--- src/rtl/sha256_pkg.sv ---
// Shared SHA-256 definitions for the state-update datapath: widths, round count,
// the FIPS 180-4 initial hash value and the control FSM state type.
package sha256_pkg;

  localparam int WORD_W = 32;
  localparam int ROUNDS = 64;
  localparam int WORDS  = 8;
  localparam int IDX_W  = 6;

  // H0..H7 with H0 in the most significant word
  localparam logic [WORDS*WORD_W-1:0] H_INIT =
    256'h6a09e667_bb67ae85_3c6ef372_a54ff53a_510e527f_9b05688c_1f83d9ab_5be0cd19;

  typedef enum logic [1:0] {
    ST_IDLE,
    ST_ROUND,
    ST_FINAL,
    ST_DONE
  } state_t;

endpackage

--- src/rtl/sha256_digest_add.sv ---
// Final feed-forward of a compression: eight independent 32-bit modular adds,
// purely combinational so the parent decides when the result is captured.
module sha256_digest_add
  import sha256_pkg::*;
(
  input  logic [WORDS*WORD_W-1:0] h_words,
  input  logic [WORDS*WORD_W-1:0] work,
  output logic [WORDS*WORD_W-1:0] sum
);

  for (genvar i = 0; i < WORDS; i++) begin : g_word
    assign sum[i*WORD_W +: WORD_W] = h_words[i*WORD_W +: WORD_W] + work[i*WORD_W +: WORD_W];
  end

endmodule

--- src/rtl/sha256_state_update.sv ---
// Working-variable register file and round sequencer for one SHA-256 compression;
// T1/T2 arrive from external stages and may stall indefinitely via t_valid.
module sha256_state_update
  import sha256_pkg::*;
(
  input  logic                    clk,
  input  logic                    rst_n,
  input  logic                    start,
  input  logic [WORDS*WORD_W-1:0] h_in,
  input  logic [WORD_W-1:0]       t1,
  input  logic [WORD_W-1:0]       t2,
  input  logic                    t_valid,
  output logic [WORD_W-1:0]       a_out,
  output logic [WORD_W-1:0]       b_out,
  output logic [WORD_W-1:0]       c_out,
  output logic [WORD_W-1:0]       d_out,
  output logic [WORD_W-1:0]       e_out,
  output logic [WORD_W-1:0]       f_out,
  output logic [WORD_W-1:0]       g_out,
  output logic [WORD_W-1:0]       h_out,
  output logic [IDX_W-1:0]        round_idx,
  output logic                    busy,
  output logic                    done,
  output logic [WORDS*WORD_W-1:0] digest
);

  state_t                  state;
  logic [WORDS*WORD_W-1:0] h_lat;
  logic [WORDS*WORD_W-1:0] sum;

  sha256_digest_add u_digest_add (
    .h_words (h_lat),
    .work    ({a_out, b_out, c_out, d_out, e_out, f_out, g_out, h_out}),
    .sum     (sum)
  );

  // busy/done are registered alongside the state so they line up with it exactly
  always_ff @(posedge clk) begin
    if (!rst_n) begin
      state     <= ST_IDLE;
      h_lat     <= '0;
      a_out     <= '0;
      b_out     <= '0;
      c_out     <= '0;
      d_out     <= '0;
      e_out     <= '0;
      f_out     <= '0;
      g_out     <= '0;
      h_out     <= '0;
      round_idx <= '0;
      busy      <= 1'b0;
      done      <= 1'b0;
      digest    <= '0;
    end else begin
      case (state)
        ST_IDLE: begin
          done <= 1'b0;
          if (start) begin
            h_lat     <= h_in;
            {a_out, b_out, c_out, d_out, e_out, f_out, g_out, h_out} <= h_in;
            round_idx <= '0;
            busy      <= 1'b1;
            state     <= ST_ROUND;
          end
        end
        ST_ROUND: begin
          if (t_valid) begin
            h_out <= g_out;
            g_out <= f_out;
            f_out <= e_out;
            e_out <= d_out + t1;
            d_out <= c_out;
            c_out <= b_out;
            b_out <= a_out;
            a_out <= t1 + t2;
            // the index parks at 0 once the last round has consumed its operands
            if (round_idx == IDX_W'(ROUNDS - 1)) begin
              round_idx <= '0;
              state     <= ST_FINAL;
            end else begin
              round_idx <= round_idx + 1'b1;
            end
          end
        end
        ST_FINAL: begin
          digest <= sum;
          busy   <= 1'b0;
          done   <= 1'b1;
          state  <= ST_DONE;
        end
        ST_DONE: begin
          done  <= 1'b0;
          state <= ST_IDLE;
        end
        default: begin
          busy  <= 1'b0;
          done  <= 1'b0;
          state <= ST_IDLE;
        end
      endcase
    end
  end

endmodule

--- config.mk ---
export PLATFORM = sky130hd
export DESIGN_NAME = sha256_state_update
export DESIGN_NICKNAME = d
export VERILOG_FILES = /design/src/rtl/sha256_pkg.sv /design/src/rtl/sha256_digest_add.sv /design/src/rtl/sha256_state_update.sv
export SDC_FILE = /design/constraint.sdc
export NUM_CORES = 2
export LEC_CHECK = 0
export ABC_CLOCK_PERIOD_IN_PS = 3000
export BUFFER_PORTS_ARGS = -buffer_cell sky130_fd_sc_hd__clkbuf_2
export CORE_MARGIN = 1.5
export CORE_UTILIZATION = 23
export CTS_CLUSTER_SIZE = 20
export DETAILED_ROUTE_END_ITERATION = 8
export PLACE_DENSITY = 0.38
export SYNTH_ARGS = -nofsm -noshare
export SYNTH_HDL_FRONTEND = slang
export SYNTH_HIERARCHICAL = 1
export SYNTH_SLANG_ARGS = --single-unit
--- constraint.sdc ---
create_clock -name clk -period 3 [get_ports clk]
set_input_delay 0.45 -clock clk [delete_from_list [all_inputs] [get_ports clk]]
set_output_delay 0.45 -clock clk [all_outputs]
set_load 0.02 [all_outputs]
# Word-level counts from Yosys, hierarchy flattened
# Index checks and enable logic that the tools add are counted.
# totals
input_bits	324
out_inout_bits	520
wordCells	76
register_bits	778
# classes
eq_ne	7
n_reduce_logical	9
muxes	35
add_sub_neg	11
# ops
op	n
32-bit 2-to-1 mux	16
32-bit case mux with 2 select lines	8
32-bit adder	10
6-bit 2-to-1 mux	3
6-bit case mux with 2 select lines	1
2-bit case mux with 4 select lines	1
6-bit by 1-bit adder with 6-bit output, second input constant	1
6-bit == test, second input constant	1
2-bit 2-to-1 mux	3
2-bit != test, second input constant	3
3-bit AND reduction	2
2-bit nonzero test	3
2-bit == test, second input constant	2
1-bit case mux with 2 select lines	2
2-bit AND reduction	2
2-bit by 1-bit == test with 1-bit output, second input constant	1
2-bit logical NOT	1
2-bit OR reduction	1
1-bit 2-to-1 mux	1

# Depth between registers and ports, before layout
# logic_depth
word_depth	4
depth_mapped	13
mapped_depth_nobuf	13

# Hierarchy
# The synthesis kept the hierarchy.
# modules_own_cells
mod	seq_area_each_um2	area_each_um2	cells_per_inst	n_inst
sha256_state_update	15574.9	32327.3	3615	1
sha256_digest_add	0.0	12223.0	1667	1

# Least setup slack after synthesis
# Ideal clock, no wire load.
# synth_path
path_kind	reg-to-reg
from	reg e_out[0]
to	reg digest[116]
t_arrival_ps	2974
period_less_slack_ps	3102
t_required_ps	2872
path_slack_ps	-102
n_path_buf	0
setup_ps	128
path_stages_with_launch	14
cell_sequence	dfxtp_1 ha_1 fa_1 a211oi_1 o21bai_1 or4_4 a41o_1 a21oi_1 o211ai_1 a21boi_2 o21ai_0 xor2_1 mux2i_1 nor2_1
# synth_via
elab_chain_cells	1
# synth_lines
element	line_no	rtl
start, declared	sha256_state_update.sv:17	output logic [WORD_W-1:0] e_out,
start signal, assigned	sha256_state_update.sv:60	{a_out, b_out, c_out, d_out, e_out, f_out, g_out, h_out} <= h_in;
start signal, assigned	sha256_state_update.sv:71	e_out <= d_out + t1;
32-bit adder	sha256_digest_add.sv:12	assign sum[i*WORD_W +: WORD_W] = h_words[i*WORD_W +: WORD_W] + work[i*WORD_W +: WORD_W];
net sum[116]	sha256_state_update.sv:29	logic [WORDS*WORD_W-1:0] sum;
end signal, assigned	sha256_state_update.sv:86	digest <= sum;
end, declared	sha256_state_update.sv:24	output logic [WORDS*WORD_W-1:0] digest
# The timed path passes the listed nets, and every way through them passes these cells.
# A chain may end at the register's enable or synchronous reset.

# Worst setup path after layout
# layout_path
from	reg h_lat[192]
to	reg digest[218]
# layout_via
elab_chain_cells	1
# layout_lines
element	line_no	rtl
start, declared	sha256_state_update.sv:28	logic [WORDS*WORD_W-1:0] h_lat;
start signal, assigned	sha256_state_update.sv:59	h_lat <= h_in;
32-bit adder	sha256_digest_add.sv:12	
net sum[218]	sha256_state_update.sv:29	
# The timed path passes the listed nets, and every way through them passes these cells.

==> impl_metrics.tcl <==
set metrics [dict create \
    cp_slowest_cell "fa_2" \
    ys_ff_latch 778 \
    min_period_ps 2964 \
    clkSinkCount 778 \
    ys_types 104 \
    via_per_inst 4.727 \
    io_pins 844 \
    p_per_area_mw_per_mm2 1140 \
    reg2regPathDepth 15 \
    cts_tree "done" \
    grt_pass1_vias 43210 \
    nNetsFinal 7402 \
    grt-ovfl-total 0 \
    core_area_mm2 0.1926 \
    hold_class "in -> reg" \
    vias 44360 \
    clkSlewWorstSetupHoldPaths_ps 60 \
    die_y_um 443.1 \
    antenna_found_initial 45 \
    hold_viol_final 0 \
    synth_fa_ha_area_share_pct 9.296 \
    worstMarginPinSlew_ps 600.9 \
    synth-simple-area-share_pct 15.07 \
    vdd_drop_max_v 0.0005516 \
    ant_nets 0 \
    syn_to_final_growth_pct 40.23 \
    fin_hold_ws_ps 57.72 \
    synth-warning-count 6 \
    instances_no_fill 9385 \
    slew_violations 0 \
    worst_path_largest_cell_delay_ps 390 \
    fin_skew_ps 27.83 \
    crit_arrival_ps 3590 \
    avgSynthCellArea_um2 8.434 \
    grt_pass1_wl_um 313000 \
    gp_congestion 0.8979 \
    grt.total_usage_pct 21.73 \
    synth_commonest_cells "dfxtp_1 (778), nand2_1 (698), nor2_1 (614)" \
    post-synth-top-count-cell "dfxtp_1" \
    ys_seq_area_share_pct 34.96 \
    drt_wl_total_um 222000 \
    cp_num_cells 15 \
    synth_area_leaders "dfxtp_1 (35%), mux2i_1 (11%), ha_1 (8.8%), a21oi_1 (6.3%), nand2_1 (5.9%)" \
    die_area_mm2 0.1963 \
    wl_per_cell_um 23.66 \
    setup_viol 0 \
    relSlewSlack_pct 59.94 \
    synth_top_family_by_area "compound AO/OA/AOI/OAI gates" \
    reg2reg_from "h_lat[192]$_SDFFE_PN0P_" \
    crit_required_ps 3630 \
    crit_family "compound AO/OA/AOI/OAI gates" \
    initial_core_util_pct 23.13 \
    ys.flop_type "dfxtp_1" \
    hpwl_um 176700 \
    die_w_um 443.1 \
    postLayoutCoreUtil_pct 32.44 \
    critPathKind "reg -> reg" \
    setup.worst_path.end_class "flip-flop" \
    synth_edf_count 0 \
    drive_gt1_share_pct 25.88 \
    h-tree-depth 3 \
    cp_cell_sequence "ha_4, fa_2, a21o_1, nand4_1, a31oi_2, o21ai_1, buf_4, o211ai_1, a31o_2, buf_6, a21o_1, a31oi_2, xnor2_1, mux2i_1, nor2_1" \
    startpoint "h_lat[192]$_SDFFE_PN0P_" \
    clockBufferDepth 3 \
    postPlaceCellArea_mm2 0.05538 \
    p_leak_nw 28.21 \
    cts_root_buf "clkbuf_16" \
    cp_max_fo 2 \
    min_delay_path_depth 3 \
    synth_xor_area_share_pct 5.544 \
    synth_top_area_cell "dfxtp_1" \
    synth_compound_area_share_pct 21.01 \
    clk_latency_ps 770 \
    fmaxAchievable_mhz 337.4 \
    path_buf_inv 2 \
    final_area_mm2 0.06247 \
    dp_cells 8903 \
    syn_inst 5282 \
    status "finished clean" \
    rsz0062_at_grt "true" \
    min-delay-start "h_in[227]" \
    cap_violations 0 \
    async_reset_ff_share_pct 0 \
    dr.pass1.iters 6 \
    drc_errors 0 \
    muxShareOfSynthArea_pct 10.72 \
    synth_area_mm2 0.04455 \
    synth_top_area_share_pct 34.96 \
    syn_nets 5931 \
    row_count 161 \
    portBuffers 843 \
    start_kind "flip-flop" \
    period_share_pct 98.80 \
    p_total_mw 71.20 \
    numCtsBuffers 105 \
    drt_iter0_drc 2552 \
    grt_max_degree 103 \
]
## path summary, 6_finish.rpt
path | to | slack [ps]
setup reg to reg | digest[218]$_SDFFE_PN0P_ | 40
hold reg to reg | h_lat[171]$_SDFFE_PN0P_ | 460
setup / recovery | digest[218]$_SDFFE_PN0P_ | 40
hold / removal | h_lat[227]$_SDFFE_PN0P_ | 60
## cell families (layout without fill, tap and decap cells)
family	Yosys count	after routing
other	0	27
buffers and inverters	372	1922
and+or+nand+nor	1602	1602
DFF	778	778
muxes	477	477
xor gates and xnor gates	282	282
adders and majority gates	325	325
AOI/OAI and AO/OA	1446	1446
## worst reg2reg max path: stages (launching register included)
cell,delay (ps)
dfxtp_2,340
ha_4,160
fa_2,390
a21o_1,180
nand4_1,100
a31oi_2,120
o21ai_1,170
buf_4,140
o211ai_1,120
a31o_2,310
buf_6,130
a21o_1,200
a31oi_2,200
xnor2_1,100
mux2i_1,150
nor2_1,60
## metrics by stage
step | TNS (ps) | setup WS, ps
2_1_floorplan | 0 | 14.55
3_3_place_gp | -6555 | -472.0
3_5_place_dp | -7610 | -418.9
4_1_cts | 0 | 1.348
5_1_grt | -452.9 | -96.26
6_report | 0 | 35.93
## what timing repair did
action | in CTS | in global routing
resized for setup | 45 | 117
endpoints found under the hold margin | 374 | 0
buffers inserted | 4 | 13
hold buffers | 253 | 0
pin swaps | 19 | 100
setup endpoints to repair | 45 | 72
## layout by cell type (no fill, tap or decap), drive strengths merged, types with 28 or more instances in the layout
| master | instances |
|---|---|
| mux2i | 476 |
| xnor2 | 171 |
| clkbuf | 992 |
| a21oi | 572 |
| inv | 75 |
| ha | 315 |
| xor2 | 111 |
| nor3 | 32 |
| nand3 | 59 |
| o211ai | 28 |
| o21bai | 37 |
| nor2 | 615 |
| buf | 569 |
| and3 | 41 |
| o21ai | 172 |
| dlygate4sd3 | 253 |
| a31oi | 47 |
| nand2b | 32 |
| nand2 | 698 |
| a21o | 169 |
| a211oi | 251 |
| dfxtp | 778 |
| nand4 | 32 |
## power by group
part,switching [mW],internal [mW]
logic,25.9,15.9
registers,2.51,13.5
clock network,5.27,8.12
## layout make-up
class,instances,area [um^2]
Antenna cell,27,67.56
Clock buffer,149,3088
Clock inverter,37,506.7
Fill cell,20480,130100
Inverter,71,274.0
Multi-Input combinational cell,4132,28250
Sequential cell,778,15600
Tap cell,2526,3161
Timing Repair Buffer,1665,11520
## state kept, by name, summed over array words and instances (netlist names), 6 cells and up
signal,count
e_out,32
c_out,32
digest,256
g_out,32
h_lat,256
round_idx,6
f_out,32
h_out,32
b_out,32
d_out,32
a_out,32
## per-layer routing
metal	wire length, um	part of all wire, %	track usage, %
met2	107400	48	37.44
met4	11670	5.3	10.47
met5	61	0.027	0
met3	8693	3.9	3.221
met1	94190	42	26.34
(Power assumes the default switching activity.)
